File: src/rtl/alu_result_display_if.sv
// Bus between the ALU bench and its read-out: capture request, ALU result and flags
// going in, status, flag LEDs and four active-low 7-segment digits coming out.
interface alu_result_display_if #(
  parameter int DATA_W = 16,
  parameter int FLAG_W = 5
);
  logic              load;
  logic [DATA_W-1:0] value;
  logic [FLAG_W-1:0] flags_in;
  logic              dec_mode;
  logic              busy;
  logic              done;
  logic              over_range;
  logic [FLAG_W-1:0] flags_led;
  logic [6:0]        hex0;
  logic [6:0]        hex1;
  logic [6:0]        hex2;
  logic [6:0]        hex3;

  modport master (
    output load, value, flags_in, dec_mode,
    input  busy, done, over_range, flags_led, hex0, hex1, hex2, hex3
  );

  modport slave (
    input  load, value, flags_in, dec_mode,
    output busy, done, over_range, flags_led, hex0, hex1, hex2, hex3
  );
endinterface

File: src/rtl/alu_result_display.sv
// ALU result read-out: captures result/flags on load and shows them on four
// active-low 7-segment digits, either as hex nibbles or as the low four decimal
// digits produced by a sequential double-dabble conversion.
//
//   state    | meaning
//   ---------+-------------------------------------------------------------
//   S_IDLE   | waiting for load; display holds last values
//   S_SHIFT  | one double-dabble iteration per cycle, DATA_W cycles total
//   S_UPDATE | display, flags_led and over_range are written on this edge
module alu_result_display #(
  parameter int DATA_W = 16,
  parameter int FLAG_W = 5
) (
  input  logic                 clk,
  input  logic                 reset,
  alu_result_display_if.slave  bus
);

  localparam int CNT_W = (DATA_W > 1) ? $clog2(DATA_W) : 1;
  localparam logic [CNT_W-1:0] CNT_LAST = CNT_W'(DATA_W - 1);

  typedef enum logic [1:0] {S_IDLE, S_SHIFT, S_UPDATE} state_t;

  state_t            state_q, state_d;
  // shreg_q doubles as the captured value for hex mode, since it only shifts in decimal mode
  logic [DATA_W-1:0] shreg_q;
  logic [FLAG_W-1:0] flags_q;
  logic              dec_q;
  logic [19:0]       bcd_q;
  logic [19:0]       bcd_adj;
  logic [CNT_W-1:0]  cnt_q;
  logic [15:0]       val_ext;
  logic              capture;
  logic              last_shift;
  logic [6:0]        hex0_q, hex1_q, hex2_q, hex3_q;
  logic [FLAG_W-1:0] flags_led_q;
  logic              over_range_q;
  logic              done_q;

  function automatic logic [6:0] seg7(input logic [3:0] d);
    case (d)
      4'h0: seg7 = 7'h40;
      4'h1: seg7 = 7'h79;
      4'h2: seg7 = 7'h24;
      4'h3: seg7 = 7'h30;
      4'h4: seg7 = 7'h19;
      4'h5: seg7 = 7'h12;
      4'h6: seg7 = 7'h02;
      4'h7: seg7 = 7'h78;
      4'h8: seg7 = 7'h00;
      4'h9: seg7 = 7'h18;
      4'hA: seg7 = 7'h08;
      4'hB: seg7 = 7'h03;
      4'hC: seg7 = 7'h27;
      4'hD: seg7 = 7'h21;
      4'hE: seg7 = 7'h06;
      default: seg7 = 7'h0E;
    endcase
  endfunction

  assign capture    = (state_q == S_IDLE) && bus.load;
  assign last_shift = (cnt_q == CNT_LAST);
  assign val_ext    = 16'(shreg_q);

  // State register
  always_ff @(posedge clk) begin
    if (reset) state_q <= S_IDLE;
    else       state_q <= state_d;
  end

  // Next-state logic
  always_comb begin
    state_d = state_q;
    case (state_q)
      S_IDLE:   if (bus.load) state_d = bus.dec_mode ? S_SHIFT : S_UPDATE;
      S_SHIFT:  if (last_shift) state_d = S_UPDATE;
      S_UPDATE: state_d = S_IDLE;
      default:  state_d = S_IDLE;
    endcase
  end

  // Add-3 correction of every BCD digit ahead of the shift
  always_comb begin
    bcd_adj = bcd_q;
    for (int i = 0; i < 5; i++) begin
      if (bcd_q[4*i +: 4] >= 4'd5) bcd_adj[4*i +: 4] = bcd_q[4*i +: 4] + 4'd3;
    end
  end

  // Capture and double-dabble shift datapath
  always_ff @(posedge clk) begin
    if (reset) begin
      shreg_q <= '0;
      flags_q <= '0;
      dec_q   <= 1'b0;
      bcd_q   <= '0;
      cnt_q   <= '0;
    end else if (capture) begin
      shreg_q <= bus.value;
      flags_q <= bus.flags_in;
      dec_q   <= bus.dec_mode;
      bcd_q   <= '0;
      cnt_q   <= '0;
    end else if (state_q == S_SHIFT) begin
      {bcd_q, shreg_q} <= {bcd_adj, shreg_q} << 1;
      cnt_q            <= cnt_q + 1'b1;
    end
  end

  // Display, flag LEDs, over-range and done pulse, written on the UPDATE edge
  always_ff @(posedge clk) begin
    if (reset) begin
      hex0_q       <= 7'h40;
      hex1_q       <= 7'h40;
      hex2_q       <= 7'h40;
      hex3_q       <= 7'h40;
      flags_led_q  <= '0;
      over_range_q <= 1'b0;
      done_q       <= 1'b0;
    end else begin
      done_q <= 1'b0;
      if (state_q == S_UPDATE) begin
        done_q      <= 1'b1;
        flags_led_q <= flags_q;
        if (dec_q) begin
          hex0_q       <= seg7(bcd_q[3:0]);
          hex1_q       <= seg7(bcd_q[7:4]);
          hex2_q       <= seg7(bcd_q[11:8]);
          hex3_q       <= seg7(bcd_q[15:12]);
          over_range_q <= (bcd_q[19:16] != 4'd0);
        end else begin
          hex0_q       <= seg7(val_ext[3:0]);
          hex1_q       <= seg7(val_ext[7:4]);
          hex2_q       <= seg7(val_ext[11:8]);
          hex3_q       <= seg7(val_ext[15:12]);
          over_range_q <= 1'b0;
        end
      end
    end
  end

  assign bus.busy       = (state_q != S_IDLE);
  assign bus.done       = done_q;
  assign bus.over_range = over_range_q;
  assign bus.flags_led  = flags_led_q;
  assign bus.hex0       = hex0_q;
  assign bus.hex1       = hex1_q;
  assign bus.hex2       = hex2_q;
  assign bus.hex3       = hex3_q;

endmodule

File: src/flat_wrapper.sv
// flat-port wrapper written by rule: the top's interface ports become plain ports
module alu_result_display_flat 
#(
  parameter int DATA_W = 16,
  parameter int FLAG_W = 5
)
  (clk, reset, bus_load, bus_value, bus_flags_in, bus_dec_mode, bus_busy, bus_done, bus_over_range, bus_flags_led, bus_hex0, bus_hex1, bus_hex2, bus_hex3);
  alu_result_display_if #(.DATA_W(DATA_W), .FLAG_W(FLAG_W)) bus_i ();
  input  logic clk;
  input  logic reset;
  input wire logic [$bits(bus_i.load)-1:0] bus_load;
  input wire logic [$bits(bus_i.value)-1:0] bus_value;
  input wire logic [$bits(bus_i.flags_in)-1:0] bus_flags_in;
  input wire logic [$bits(bus_i.dec_mode)-1:0] bus_dec_mode;
  output wire logic [$bits(bus_i.busy)-1:0] bus_busy;
  output wire logic [$bits(bus_i.done)-1:0] bus_done;
  output wire logic [$bits(bus_i.over_range)-1:0] bus_over_range;
  output wire logic [$bits(bus_i.flags_led)-1:0] bus_flags_led;
  output wire logic [$bits(bus_i.hex0)-1:0] bus_hex0;
  output wire logic [$bits(bus_i.hex1)-1:0] bus_hex1;
  output wire logic [$bits(bus_i.hex2)-1:0] bus_hex2;
  output wire logic [$bits(bus_i.hex3)-1:0] bus_hex3;
  assign bus_i.load = bus_load;
  assign bus_i.value = bus_value;
  assign bus_i.flags_in = bus_flags_in;
  assign bus_i.dec_mode = bus_dec_mode;
  assign bus_busy = bus_i.busy;
  assign bus_done = bus_i.done;
  assign bus_over_range = bus_i.over_range;
  assign bus_flags_led = bus_i.flags_led;
  assign bus_hex0 = bus_i.hex0;
  assign bus_hex1 = bus_i.hex1;
  assign bus_hex2 = bus_i.hex2;
  assign bus_hex3 = bus_i.hex3;
  alu_result_display #(.DATA_W(DATA_W), .FLAG_W(FLAG_W)) u_core (.clk(clk), .reset(reset), .bus(bus_i));
endmodule
File: config.mk
export PLATFORM = sky130hd
export DESIGN_NAME = alu_result_display_flat
export DESIGN_NICKNAME = d
export VERILOG_FILES = /design/src/rtl/alu_result_display_if.sv /design/src/rtl/alu_result_display.sv /design/src/flat_wrapper.sv
export SDC_FILE = /design/constraint.sdc
export NUM_CORES = 1
export LEC_CHECK = 0
export CAP_MARGIN = 15
export CELL_PAD_IN_SITES_DETAIL_PLACEMENT = 0
export CELL_PAD_IN_SITES_GLOBAL_PLACEMENT = 1
export CORE_ASPECT_RATIO = 1.5
export CORE_MARGIN = 1
export CORE_UTILIZATION = 48
export DETAILED_ROUTE_END_ITERATION = 8
export PLACE_DENSITY_LB_ADDON = 0.1
export SLEW_MARGIN = 20
export SYNTH_ARGS = -nofsm -noshare
export SYNTH_HDL_FRONTEND = slang
export SYNTH_SLANG_ARGS = --single-unit
File: constraint.sdc
create_clock -name clk -period 4 [get_ports clk]
set_input_delay 0.6 -clock clk [delete_from_list [all_inputs] [get_ports clk]]
set_output_delay 0.6 -clock clk [all_outputs]
set_load 0.01 [all_outputs]
Word level (Yosys, flattened, before mapping)
Memories as Yosys holds them, arrays and structs flattened. A register that Yosys moved wholly into a read port is not among the register bits.
Cells that the tools add are included.
- muxes and demuxes: 33
- reductions and logical operators: 7
- add/subtract/negate cells: 6
- $lt $le $gt $ge: 5
- equality and inequality tests: 5
- operators by type and width (cell ; count):
    $mux 4 ; 20
    $mux 16 ; 2
    $mux 7 ; 4
    $ge 4x3->1 const B ; 5
    $add 4x2->4 const B ; 4
    $mux 2 ; 3
    $add 4x1->4 const B ; 1
    $eq 4x4->1 const B ; 1
    $pmux 2 s2 ; 1
    $reduce_bool 2->1 ; 2
    $reduce_bool 4->1 ; 1
    $add 3x2->3 const B ; 1
    $mux 3 ; 1
    $eq 2x1->1 const B ; 1
    $eq 2x2->1 const B ; 1
    $logic_not 2->1 ; 1
    $mux 1 ; 2
    $ne 2x1->1 const B ; 1
    $ne 2x2->1 const B ; 1
    $reduce_and 2->1 ; 1
    $reduce_or 2->1 ; 1
    $logic_and 1x1->1 ; 1
- bits in read-only memories: 896
- register bits: 83
- memories: 8
- memories (name ; words ; width ; rd ports ; clocked after Yosys merged registers in ; wr ports ; RTL line ; text):
    (name not given) ; 16 ; 7 ; 1 ; 1 ; 0 ; alu_result_display.sv:41 ; case (d)
    (name not given) ; 16 ; 7 ; 1 ; 1 ; 0 ; alu_result_display.sv:41 ;
    (name not given) ; 16 ; 7 ; 1 ; 1 ; 0 ; alu_result_display.sv:41 ;
    (name not given) ; 16 ; 7 ; 1 ; 1 ; 0 ; alu_result_display.sv:41 ;
    (name not given) ; 16 ; 7 ; 1 ; 1 ; 0 ; alu_result_display.sv:41 ;
    (name not given) ; 16 ; 7 ; 1 ; 1 ; 0 ; alu_result_display.sv:41 ;
    +2 memories ; -- ; -- ; -- ; -- ; -- ; -- ;

Logic depth before layout (Yosys ltp)
- depth in word-level cells: 5
- gate-level depth with buffers: 13
- mapped depth without buffers: 13

Least setup slack after synthesis
No wires, ideal clock.
- path type: input to register
- start: input port bus_load
- end: register (tool-made name)
- data required time: 3872 ps
- data arrival time: 2387 ps
- cell stages on the path: 11
- setup slack: 1485 ps
- cells stage by stage: nand2b_2 > buf_6 > nor2_1 > buf_4 > nand2_1 > a21oi_1 > inv_1 > ha_1 > mux2_2 > o21ai_0 > o21ai_1
- RTL lines (element ; RTL line ; text):
    start: declaration ; flat_wrapper.sv:11 ; input wire logic [$bits(bus_i.load)-1:0] bus_load;

==> flow_summary.json <==
{
  "cts.repair_timing.setup_buffer_count": 0,
  "timing.critical_path.cells": "nor2_1, nor2_1, nand2_1, ha_1, nand2b_1, o21ai_1, o32a_1",
  "mappedNetlistArea_sq_um": 7280,
  "critical_path_arrival_ps": 3460,
  "yosys_most_used_dff": "sky130_fd_sc_hd__dfxtp_1",
  "first_global_vias": 6131,
  "cts-hold-fix-buffers": 0,
  "total_wire_length_um": 18700,
  "place_hpwl_um": 13400,
  "finalWorstPathRequiredPeriod_ps": 3160,
  "synth_enable_flop_cells": 0,
  "portBuffers": 60,
  "setup_cp_type": "flip-flop to flip-flop",
  "status": "complete, no violations",
  "asyncSetResetFlopFracSynth_pct": 0,
  "synth_cell_type_count": 66,
  "irDropWorstVdd_mv": 0.314,
  "core_area_sq_um": 14700,
  "cellLeakagePower_nw": 3.32,
  "fp.dieW_um": 103,
  "grt_start_max_net_pins": 37,
  "avgViaCountPerCell": 5.63,
  "layout-drive-gt1-share_pct": 8.61,
  "start_util_pct": 49.7,
  "finalCritPeriodShare_pct": 79.0,
  "synth_seq_cells": 139,
  "clock_tree_from_tritoncts": "built",
  "critical_path_required_ps": 4300,
  "insertedDiodeCount": 0,
  "power-per-cell-area_nw_per_um2": 449,
  "hold_path.class": "flip-flop to flip-flop",
  "final.fill_count": 1338,
  "clock_latency_ps": 420,
  "maxCapViolations": 0,
  "r2r_setup_slk_ps": 840,
  "final-setup-viol-count": 0,
  "crit_path_end_kind": "flip-flop",
  "finalNetCount": 962,
  "root_driver": "sky130_fd_sc_hd__clkbuf_16",
  "yosys_warnings": 0,
  "cts.sinks": 139,
  "grt_pass1_wl_um": 30500,
  "remaining_drc_errors": 0,
  "hold_viol_final": 0,
  "drt_iter0_drcs": 342,
  "pin_count": 61,
  "dr_total_vias": 6136,
  "sequential_area_share_after_synthesis_pct": 38.2,
  "worst_setup_path_start_kind": "flip-flop",
  "cts_buffers": 17,
  "synth_nets": 910,
  "worst_path_max_delay_cell": "sky130_fd_sc_hd__dfxtp_1",
  "max_slew.worst_pin.slew_ps": 928,
  "yosys.cell_count.top_type": "sky130_fd_sc_hd__dfxtp_1",
  "worst_path_largest_cell_delay_ps": 730,
  "crit_family": "simple AND/OR/NAND/NOR gates",
  "synth_area_leaders": "sky130_fd_sc_hd__dfxtp_1 38%, sky130_fd_sc_hd__ha_1 9.5%, sky130_fd_sc_hd__mux2i_1 7.4%",
  "fmax_mhz": 316,
  "row_count": 54,
  "dieArea_sq_um": 15700,
  "finalClockSkew_ps": 6.92,
  "gp_congestion": 0.931,
  "die_height_um": 153,
  "clk_pin_slew_worst_paths_ps": 60,
  "slew_violations": 0,
  "grt_setup_unrepaired": "no",
  "finalCoreUtilization_pct": 59.2,
  "grt_usage_pct": 24.8,
  "path_buf_inv": 0,
  "worst_slew_margin_relative_to_its_limit_pct": 38.1,
  "drt-wirelength-per-cell_um": 17.1,
  "areaGrowthSynthToFinish_pct": 19.3,
  "antenna_left": 0,
  "htree_levels": 4,
  "netlist_instances": 830,
  "grt_antenna_before_repair": 0,
  "timing.critical_path.mode_cell": "sky130_fd_sc_hd__nor2_1",
  "tns_ps": 0,
  "synth_top_cell_area_share_pct": 38.2,
  "drt_pre_antenna_iters": 5,
  "synth_area_leader_cell": "sky130_fd_sc_hd__dfxtp_1",
  "critical_path_peak_fanout": 15,
  "synth_common_cells": "139 x sky130_fd_sc_hd__dfxtp_1, 90 x sky130_fd_sc_hd__nor2_1, 75 x sky130_fd_sc_hd__nand2_1",
  "post_cts_resized": 0,
  "globalRouteOverflowTotal": 0,
  "clockBufferDepth": 2,
  "synth_area_per_cell_sq_um": 8.77
}
==> cell families (layout without fill, tap and decap cells) <==
| logic type | after synthesis | count (layout) | share of synthesized area, % |
|---|---|---|---|
| simple gates | 244 | 244 | 15.2 |
| compound gates | 235 | 235 | 23.2 |
| flops | 139 | 139 | 38.2 |
| buf+inv | 94 | 158 | 5.43 |
| mux | 56 | 56 | 7.73 |
| fa+ha+maj | 55 | 55 | 9.45 |
| xor+xnor | 7 | 7 | 0.842 |
==> worst register-to-register path: stages, from the launching register on <==
cell,delay [ps]
sky130_fd_sc_hd__dfxtp_1,730
sky130_fd_sc_hd__nor2_1,320
sky130_fd_sc_hd__nor2_1,650
sky130_fd_sc_hd__nand2_1,350
sky130_fd_sc_hd__ha_1,470
sky130_fd_sc_hd__nand2b_1,130
sky130_fd_sc_hd__o21ai_1,60
sky130_fd_sc_hd__o32a_1,340
==> layout by cell type (no fill, tap or decap), drive strengths merged, types with 10 or more instances in the layout <==
master         netlist  final
nor2                96     96
o22ai               18     18
o22a                12     12
nand2               75     75
clkdlybuf4s50        0     59
clkbuf              21     17
inv                 51     54
mux2i               54     54
o21ai               37     37
nor3                14     14
nor2b               10     10
dfxtp              139    139
a21oi               59     59
a211oi              38     38
nand3               14     14
nand2b              20     20
buf                 22     17
o32ai               10     10
ha                  55     55
==> final timing paths <==
kind,from,to,depth (start not counted)
worst max register to register,u_core.state_q[0]$_SDFFE_PP0P_,flip-flop,7
worst min-delay path,u_core.bus.flags_led[3]$_SDFFE_PP0P_,u_core.bus.flags_led[3]$_SDFFE_PP0P_,2
worst min register to register,u_core.bus.flags_led[3]$_SDFFE_PP0P_,u_core.bus.flags_led[3]$_SDFFE_PP0P_,2
worst max-delay path,u_core.state_q[0]$_SDFFE_PP0P_,flip-flop,7
==> power breakdown <==
group          total (mW)  leakage, nW  switching [mW]  internal, mW
registers            1.56         1.14          0.0608          1.50
clock network        1.66        0.304           0.614          1.04
logic               0.682         1.88           0.379         0.303
total                3.90         3.32            1.05          2.85
==> area by class of cell <==
cell class,instances,area (sq um),area share (%)
Clock inverter,14,195,2.25
Clock buffer,17,425,4.90
Inverter,51,191,2.20
Sequential cell,139,2780,32.1
Tap cell,196,245,2.82
Timing Repair Buffer,76,736,8.47
Multi-Input combinational cell,597,4110,47.3
==> through the flow <==
stage / cells / instance area [sq um] / power, mW / setup WS, ps / hold WS [ps]
finish: 1090 / 8680 / 3.90 / 840 / 452
global route: 1090 / 8680 / 4.08 / 540 / 473
CTS: 1090 / 8680 / 3.93 / 835 / 455
detailed placement: 1059 / 8060 / 2.27 / 601 / 446
global placement: 1058 / 8030 / 2.24 / 628 / 444
floorplan: 830 / 7280 / 2.05 / 1490 / 432
==> metal layers <==
layer  wire length (um)  GRT usage, %  vias up
met5                  0             0        -
met4                289          7.89        0
met3                726          3.75       22
met2               9650          43.6      150
met1               8000          30.4     2910
li1                   -             -     3054
No activity file was read; power rests on OpenSTA's default activity.
